[src/rtl/sfx_voice_sched.sv]
// sfx_voice_sched: voice allocator, shared sample-ROM fetch and stereo mixer.
// Build option SFX_VOICE_STEAL_EN: a full voice table steals the shortest voice.
module sfx_voice_sched #(
    parameter int NVOICES = 4,
    parameter int ADDR_W  = 16
) (
    input  logic               clk_12,
    input  logic               reset_n,
    input  logic               frame_start,
    input  logic               req_valid,
    output logic               req_ready,
    input  logic [ADDR_W-1:0]  req_addr,
    input  logic [ADDR_W-1:0]  req_len,
    input  logic [1:0]         req_vol,
    input  logic [1:0]         req_pan,
    output logic               rom_en,
    output logic [ADDR_W-1:0]  rom_addr,
    input  logic [15:0]        rom_data,
    output logic [15:0]        dac_data_l,
    output logic [15:0]        dac_data_r,
    output logic               mix_valid,
    output logic [NVOICES-1:0] voice_busy,
    output logic               done,
    output logic               overrun
);

    localparam int IW = (NVOICES > 1) ? $clog2(NVOICES) : 1;
    localparam int AW = 16 + $clog2(NVOICES) + 1;

    localparam logic [1:0] IDLE     = 2'd0;
    localparam logic [1:0] FETCH    = 2'd1;
    localparam logic [1:0] ACC_LAST = 2'd2;
    localparam logic [1:0] SAT      = 2'd3;

    localparam logic [IW-1:0]        LAST = IW'(NVOICES - 1);
    localparam logic signed [AW-1:0] PMAX = AW'(32767);
    localparam logic signed [AW-1:0] NMIN = AW'(-32768);

    logic [1:0]         state;
    logic [IW-1:0]      idx;
    logic [ADDR_W-1:0]  ptr [NVOICES];
    logic [ADDR_W-1:0]  rem [NVOICES];
    logic [1:0]         vol [NVOICES];
    logic [1:0]         pan [NVOICES];
    logic [NVOICES-1:0] active;
    logic [NVOICES-1:0] fresh;

    logic               hit_q;
    logic [1:0]         vol_q;
    logic [1:0]         pan_q;
    logic signed [AW-1:0] acc_l;
    logic signed [AW-1:0] acc_r;
    logic signed [AW-1:0] samp;
    logic signed [AW-1:0] term;

    logic               free_any;
    logic [IW-1:0]      free_idx;
    logic               fetch_hit;

    logic               ld_en;
    logic [IW-1:0]      ld_idx;
    logic [ADDR_W-1:0]  ld_addr;
    logic [ADDR_W-1:0]  ld_len;
    logic [1:0]         ld_vol;
    logic [1:0]         ld_pan;

    function automatic logic [15:0] sat16(input logic signed [AW-1:0] a);
        if (a > PMAX) return 16'h7fff;
        if (a < NMIN) return 16'h8000;
        return a[15:0];
    endfunction

    always_comb begin
        free_any = 1'b0;
        free_idx = '0;
        for (int v = NVOICES - 1; v >= 0; v--) begin
            if (!active[v]) begin
                free_any = 1'b1;
                free_idx = IW'(v);
            end
        end
    end

    // Voices loaded mid-frame stay fresh until IDLE, so they wait a frame.
    assign fetch_hit  = (state == FETCH) && active[idx] && !fresh[idx];
    assign rom_en     = fetch_hit;
    assign rom_addr   = fetch_hit ? ptr[idx] : '0;
    assign voice_busy = active;

`ifdef SFX_VOICE_STEAL_EN
    logic              pend_v;
    logic [ADDR_W-1:0] pend_addr;
    logic [ADDR_W-1:0] pend_len;
    logic [1:0]        pend_vol;
    logic [1:0]        pend_pan;
    logic [IW-1:0]     victim;
    logic [ADDR_W-1:0] best;
    logic              req_live;
    logic              take_new;
    logic              park;
    logic              apply_pend;

    always_comb begin
        victim = '0;
        best   = rem[0];
        for (int v = 1; v < NVOICES; v++) begin
            if (rem[v] < best) begin
                best   = rem[v];
                victim = IW'(v);
            end
        end
    end

    // Steals only land in IDLE; during a frame they wait in one pending slot.
    assign req_ready  = 1'b1;
    assign req_live   = req_valid && (req_len != '0);
    assign take_new   = req_live && (free_any || (state == IDLE && !pend_v));
    assign park       = req_live && !take_new;
    assign apply_pend = pend_v && (state == IDLE) && !req_live;
    assign ld_en      = take_new || apply_pend;
    assign ld_idx     = free_any ? free_idx : victim;
    assign ld_addr    = take_new ? req_addr : pend_addr;
    assign ld_len     = take_new ? req_len : pend_len;
    assign ld_vol     = take_new ? req_vol : pend_vol;
    assign ld_pan     = take_new ? req_pan : pend_pan;

    always_ff @(posedge clk_12 or negedge reset_n) begin
        if (!reset_n) begin
            pend_v    <= 1'b0;
            pend_addr <= '0;
            pend_len  <= '0;
            pend_vol  <= '0;
            pend_pan  <= '0;
        end else if (park) begin
            pend_v    <= 1'b1;
            pend_addr <= req_addr;
            pend_len  <= req_len;
            pend_vol  <= req_vol;
            pend_pan  <= req_pan;
        end else if (apply_pend) begin
            pend_v    <= 1'b0;
        end
    end
`else
    assign req_ready = free_any;
    assign ld_en     = req_valid && free_any && (req_len != '0);
    assign ld_idx    = free_idx;
    assign ld_addr   = req_addr;
    assign ld_len    = req_len;
    assign ld_vol    = req_vol;
    assign ld_pan    = req_pan;
`endif

    always_ff @(posedge clk_12 or negedge reset_n) begin
        if (!reset_n) begin
            active <= '0;
            fresh  <= '0;
            for (int v = 0; v < NVOICES; v++) begin
                ptr[v] <= '0;
                rem[v] <= '0;
                vol[v] <= '0;
                pan[v] <= '0;
            end
        end else begin
            for (int v = 0; v < NVOICES; v++) begin
                if (ld_en && ld_idx == IW'(v)) begin
                    ptr[v]    <= ld_addr;
                    rem[v]    <= ld_len;
                    vol[v]    <= ld_vol;
                    pan[v]    <= ld_pan;
                    active[v] <= 1'b1;
                    fresh[v]  <= (state != IDLE);
                end else if (fetch_hit && idx == IW'(v)) begin
                    ptr[v] <= ptr[v] + ADDR_W'(1);
                    rem[v] <= rem[v] - ADDR_W'(1);
                    if (rem[v] == ADDR_W'(1)) active[v] <= 1'b0;
                end else if (state == IDLE) begin
                    fresh[v] <= 1'b0;
                end
            end
        end
    end

    always_comb begin
        samp = AW'($signed(rom_data));
        term = samp >>> vol_q;
    end

    always_ff @(posedge clk_12 or negedge reset_n) begin
        if (!reset_n) begin
            state      <= IDLE;
            idx        <= '0;
            hit_q      <= 1'b0;
            vol_q      <= '0;
            pan_q      <= '0;
            acc_l      <= '0;
            acc_r      <= '0;
            dac_data_l <= '0;
            dac_data_r <= '0;
            mix_valid  <= 1'b0;
            done       <= 1'b0;
            overrun    <= 1'b0;
        end else begin
            hit_q     <= fetch_hit;
            vol_q     <= vol[idx];
            pan_q     <= pan[idx];
            done      <= fetch_hit && (rem[idx] == ADDR_W'(1));
            mix_valid <= (state == SAT);
            if (frame_start && state != IDLE) overrun <= 1'b1;
            if (hit_q) begin
                if (pan_q != 2'b10) acc_l <= acc_l + term;
                if (pan_q != 2'b01) acc_r <= acc_r + term;
            end
            case (state)
                IDLE: begin
                    if (frame_start) begin
                        acc_l <= '0;
                        acc_r <= '0;
                        idx   <= '0;
                        state <= FETCH;
                    end
                end
                FETCH: begin
                    if (idx == LAST) state <= ACC_LAST;
                    else idx <= idx + IW'(1);
                end
                ACC_LAST: state <= SAT;
                default: begin
                    dac_data_l <= sat16(acc_l);
                    dac_data_r <= sat16(acc_r);
                    state      <= IDLE;
                end
            endcase
        end
    end

endmodule

[config.mk]
export PLATFORM = sky130hd
export DESIGN_NAME = sfx_voice_sched
export DESIGN_NICKNAME = d
export VERILOG_FILES = /design/src/rtl/sfx_voice_sched.sv
export SDC_FILE = /design/constraint.sdc
export NUM_CORES = 1
export LEC_CHECK = 0
export ABC_AREA = 0
export CAP_MARGIN = 5
export CELL_PAD_IN_SITES_DETAIL_PLACEMENT = 1
export CELL_PAD_IN_SITES_GLOBAL_PLACEMENT = 1
export CORE_MARGIN = 2
export CORE_UTILIZATION = 49
export DETAILED_ROUTE_END_ITERATION = 7
export MAX_ROUTING_LAYER = met4
export PLACE_DENSITY_LB_ADDON = 0.1
export SYNTH_ARGS = -nofsm -noshare
export SYNTH_HDL_FRONTEND = slang
export SYNTH_SLANG_ARGS = --single-unit
[constraint.sdc]
create_clock -name clk_12 -period 11.4 [get_ports clk_12]
set_input_delay 2.28 -clock clk_12 [delete_from_list [all_inputs] [get_ports clk_12]]
set_output_delay 2.28 -clock clk_12 [all_outputs]
set_load 0.02 [all_outputs]
==> flow_summary.toml <==
[run_status]
status = "completed"

[clocking]
clkLatencyLatePin_ps = 550
ctsHtreeMaxLevel = 1
cts_tree = "yes"
post_cts_buffers = 0
cts-root-buf = "clkbuf_16"
ctsResizeCount = 0
cts_made_buffers = 27
clk_path_buf_depth = 3
numClockSinks = 234
cts_hold_buf = 0
clk_pin_slew_ps = 60

[run]
cap_violations = 0

[synth]
ys.warnings.count = 0
yosys_most_used_dff = "dfrtp_1"
synth_top_family_by_area = "simple AND/OR/NAND/NOR gates"
synthArstFlopShare_pct = 100
synth_compound_area_share_pct = 14.0
synth_cells = 1527
synth_mux_area_share_pct = 7.87
synth_area_per_cell_um2 = 9.19
synthTopCellsByArea = "dfrtp_1 42%, nand2_1 6.2%, o21ai_0 6.0%"
ys_seq_elements = 234
yosys.area.top_type_share_pct = 41.7
yosys.area_share.simple_pct = 19.0
yosysMostFrequentCell = "dfrtp_1"
syn_nets = 1642
synth_edf_count = 0
netlist_area_um2 = 14000
synth_adder_area_share_pct = 5.37
yosys.cell_types.count = 65
yosysSeqAreaShare_pct = 41.7
synth_xor_area_share_pct = 8.43
synth_top_area_cell = "dfrtp_1"
synth_common_cells = "234 x dfrtp_1, 232 x nand2_1, 169 x o21ai_0"

[timing]
finClkSkew_ps = 11.4
final.setup.tns_ps = 0
setup_viol = 0
final_hold_viol_count = 0
fin_crit_sh_pct = 48.3
max_freq_ghz = 0.182
max_slew_margin_pct = 18.9
maxSlewViolCount = 0
finalCriticalPeriod_ps = 5510
tightestPinTransition_ps = 1210
rsz0062_at_grt = "false"

[finish]
layout-drive-gt1-share_pct = 8.10
stdcell_count = 2007
seqCellArea_um2 = 5860
diodes = 0
fillers = 3208
multi_input_area_um2 = 7700
layout.nets = 1726
fin_area_um2 = 16300
fin_util_pct = 58.3
syn_to_final_growth_pct = 16.4

[die]
initial_core_util_pct = 50.1
die_h_um = 173
die_area_um2 = 30000
ios = 113
die_w_um = 173
fp-row-count = 61
design.core.area_um2 = 28000

[drt]
initialDrtViolationCount = 624
dr.pass1.iters = 5
num_vias = 11934
drt-total-wl_mm = 41.6
viasPerCell = 5.95
drc_errors = 0
wl_per_cell_um = 20.7
antenna_left = 0

[worst_setup_path]
start_kind = "flop"
path_class = "reg -> out"
slowest_delay_ps = 680
critPathCaptureType = "primary output"
path_cells = "nor2b_1 > mux4_2 > nand2_1 > inv_1 > clkdlybuf4s50_1"
cp_max_fo = 24
crit_family = "buffers and inverters"
r2r_end = "acc_l[18]"
reg2reg_setup_slack_ps = 7490
crit_buf_inv = 2
r2r-start = "vol_q[0]"
worstPathArrival_ps = 3230
required_ps = 9120
cpMaxStageDelayCell = "clkdlybuf4s50_1"
r2r_cells = 10

[pwr]
netSwitchingPower_w = 0.00208
p_total_w = 0.00484
clock_power_share_pct = 17.6
ir_drop_v = 0.000127
p_per_area_nw_per_um2 = 296
swShare_pct = 42.9
combPwrFrac_pct = 48.6
p_leak_nw = 6.56
intPower_w = 0.00276
seqPwrFrac_pct = 33.8

[placed_design]
place.gp.congestion = 0.887
placed_cell_area_um2 = 15500
port_buffers = 112
place_inst = 1960
hpwl_mm = 29.0

[grt]
grt_max_degree = 93
grtUsageTotal_pct = 28.7
antenna_found_initial = 0
grt_pass1_wl_mm = 68.5
grt_pass1_vias = 12847
overflow = 0

[min_path]
holdPathEnd = "overrun"
min_path_type = "reg -> reg"
hp-start = "overrun"
holdPathStages = 1
worst register-to-register path: cells and delay by family (launching register included):
family | cells | cell delay [ps]
AO/OA/AOI/OAI | 5 | 1380
adder cells (fa/ha/maj) | 2 | 670
flip-flops | 1 | 880
multiplexers | 1 | 650
AND/OR/NAND/NOR | 2 | 260
routing by layer:
metal | track usage (%) | wire (um) | vias up
met2 | 49.8 | 21000 | 240
met4 | 8.37 | 1230 | 0
met1 | 35.9 | 17900 | 6035
met3 | 2.74 | 1430 | 82
met5 | - | 0 | -
li1 | - | - | 5577
worst max path at each step:
stage | start | cells past startpoint | endpoint | slack [ps]
final | voice_busy[0] | 5 | rom_en | 5890
after global routing | voice_busy[1] | 5 | rom_en | 5760
after CTS | voice_busy[1] | 5 | rom_en | 5870
after detailed placement | rom_data[15] | 10 | acc_r[18] | 5550
after global placement | rom_data[15] | 10 | acc_r[18] | 5600
after floorplan | rom_data[14] | 9 | acc_r[18] | 6540
stage by stage:
stage / setup WS, ps / hold WS, ps
detailed placement: 5550 / 454
floorplan: 6540 / 465
finish: 5890 / 460
global route: 5760 / 494
CTS: 5870 / 470
global placement: 5600 / 448
power by group through the flow:
stage / registers [W] / clock network (W) / logic [W]
final: 0.00163 / 0.000850 / 0.00235
after global routing: 0.00169 / 0.000898 / 0.00261
after CTS: 0.00163 / 0.000870 / 0.00237
after detailed placement: 0.00164 / 0 / 0.00234
after global placement: 0.00161 / 0 / 0.00225
after floorplan: 0.00157 / 0 / 0.00162
kinds of logic after synthesis:
kind of cell | after synthesis
mux | 65
flops | 234
compound gates | 333
xor+xnor | 135
simple gates | 569
buf+inv | 132
fa+ha+maj | 59
registers in the layout (all words and copies together) (netlist names):
signal      cells
ptr            64
idx             2
vol_q           2
done            1
pan             8
rem            64
fresh           4
vol             8
hit_q           1
state           2
overrun         1
dac_data_r     16
acc_l          19
mix_valid       1
acc_r          19
dac_data_l     16
voice_busy      4
pan_q           2
layout make-up:
| type | instances | area share, % |
|---|---|---|
| clock inverters | 13 | 0.827 |
| clock buffers | 34 | 4.36 |
| well taps | 378 | 2.90 |
| repair buffers | 126 | 7.54 |
| multi-input cells | 1161 | 47.1 |
| inverters | 61 | 1.40 |
| flip-flops and latches | 234 | 35.8 |
placed cells by master (no fill, tap or decap), types with 22 or more instances in the layout:
cell type,count
dfrtp_1,234
nand2_1,232
o21ai_0,169
clkdlybuf4s50_1,111
nor2_1,107
xnor2_1,79
inv_1,60
ha_1,57
xor2_1,56
a21oi_1,45
nand3_1,41
nor3_1,39
and3_1,36
mux4_2,34
o22ai_1,32
nand4_1,29
clkbuf_16,27
mux2_2,23
nor4_1,22
Note: power is estimated with default switching activity, not from simulation.
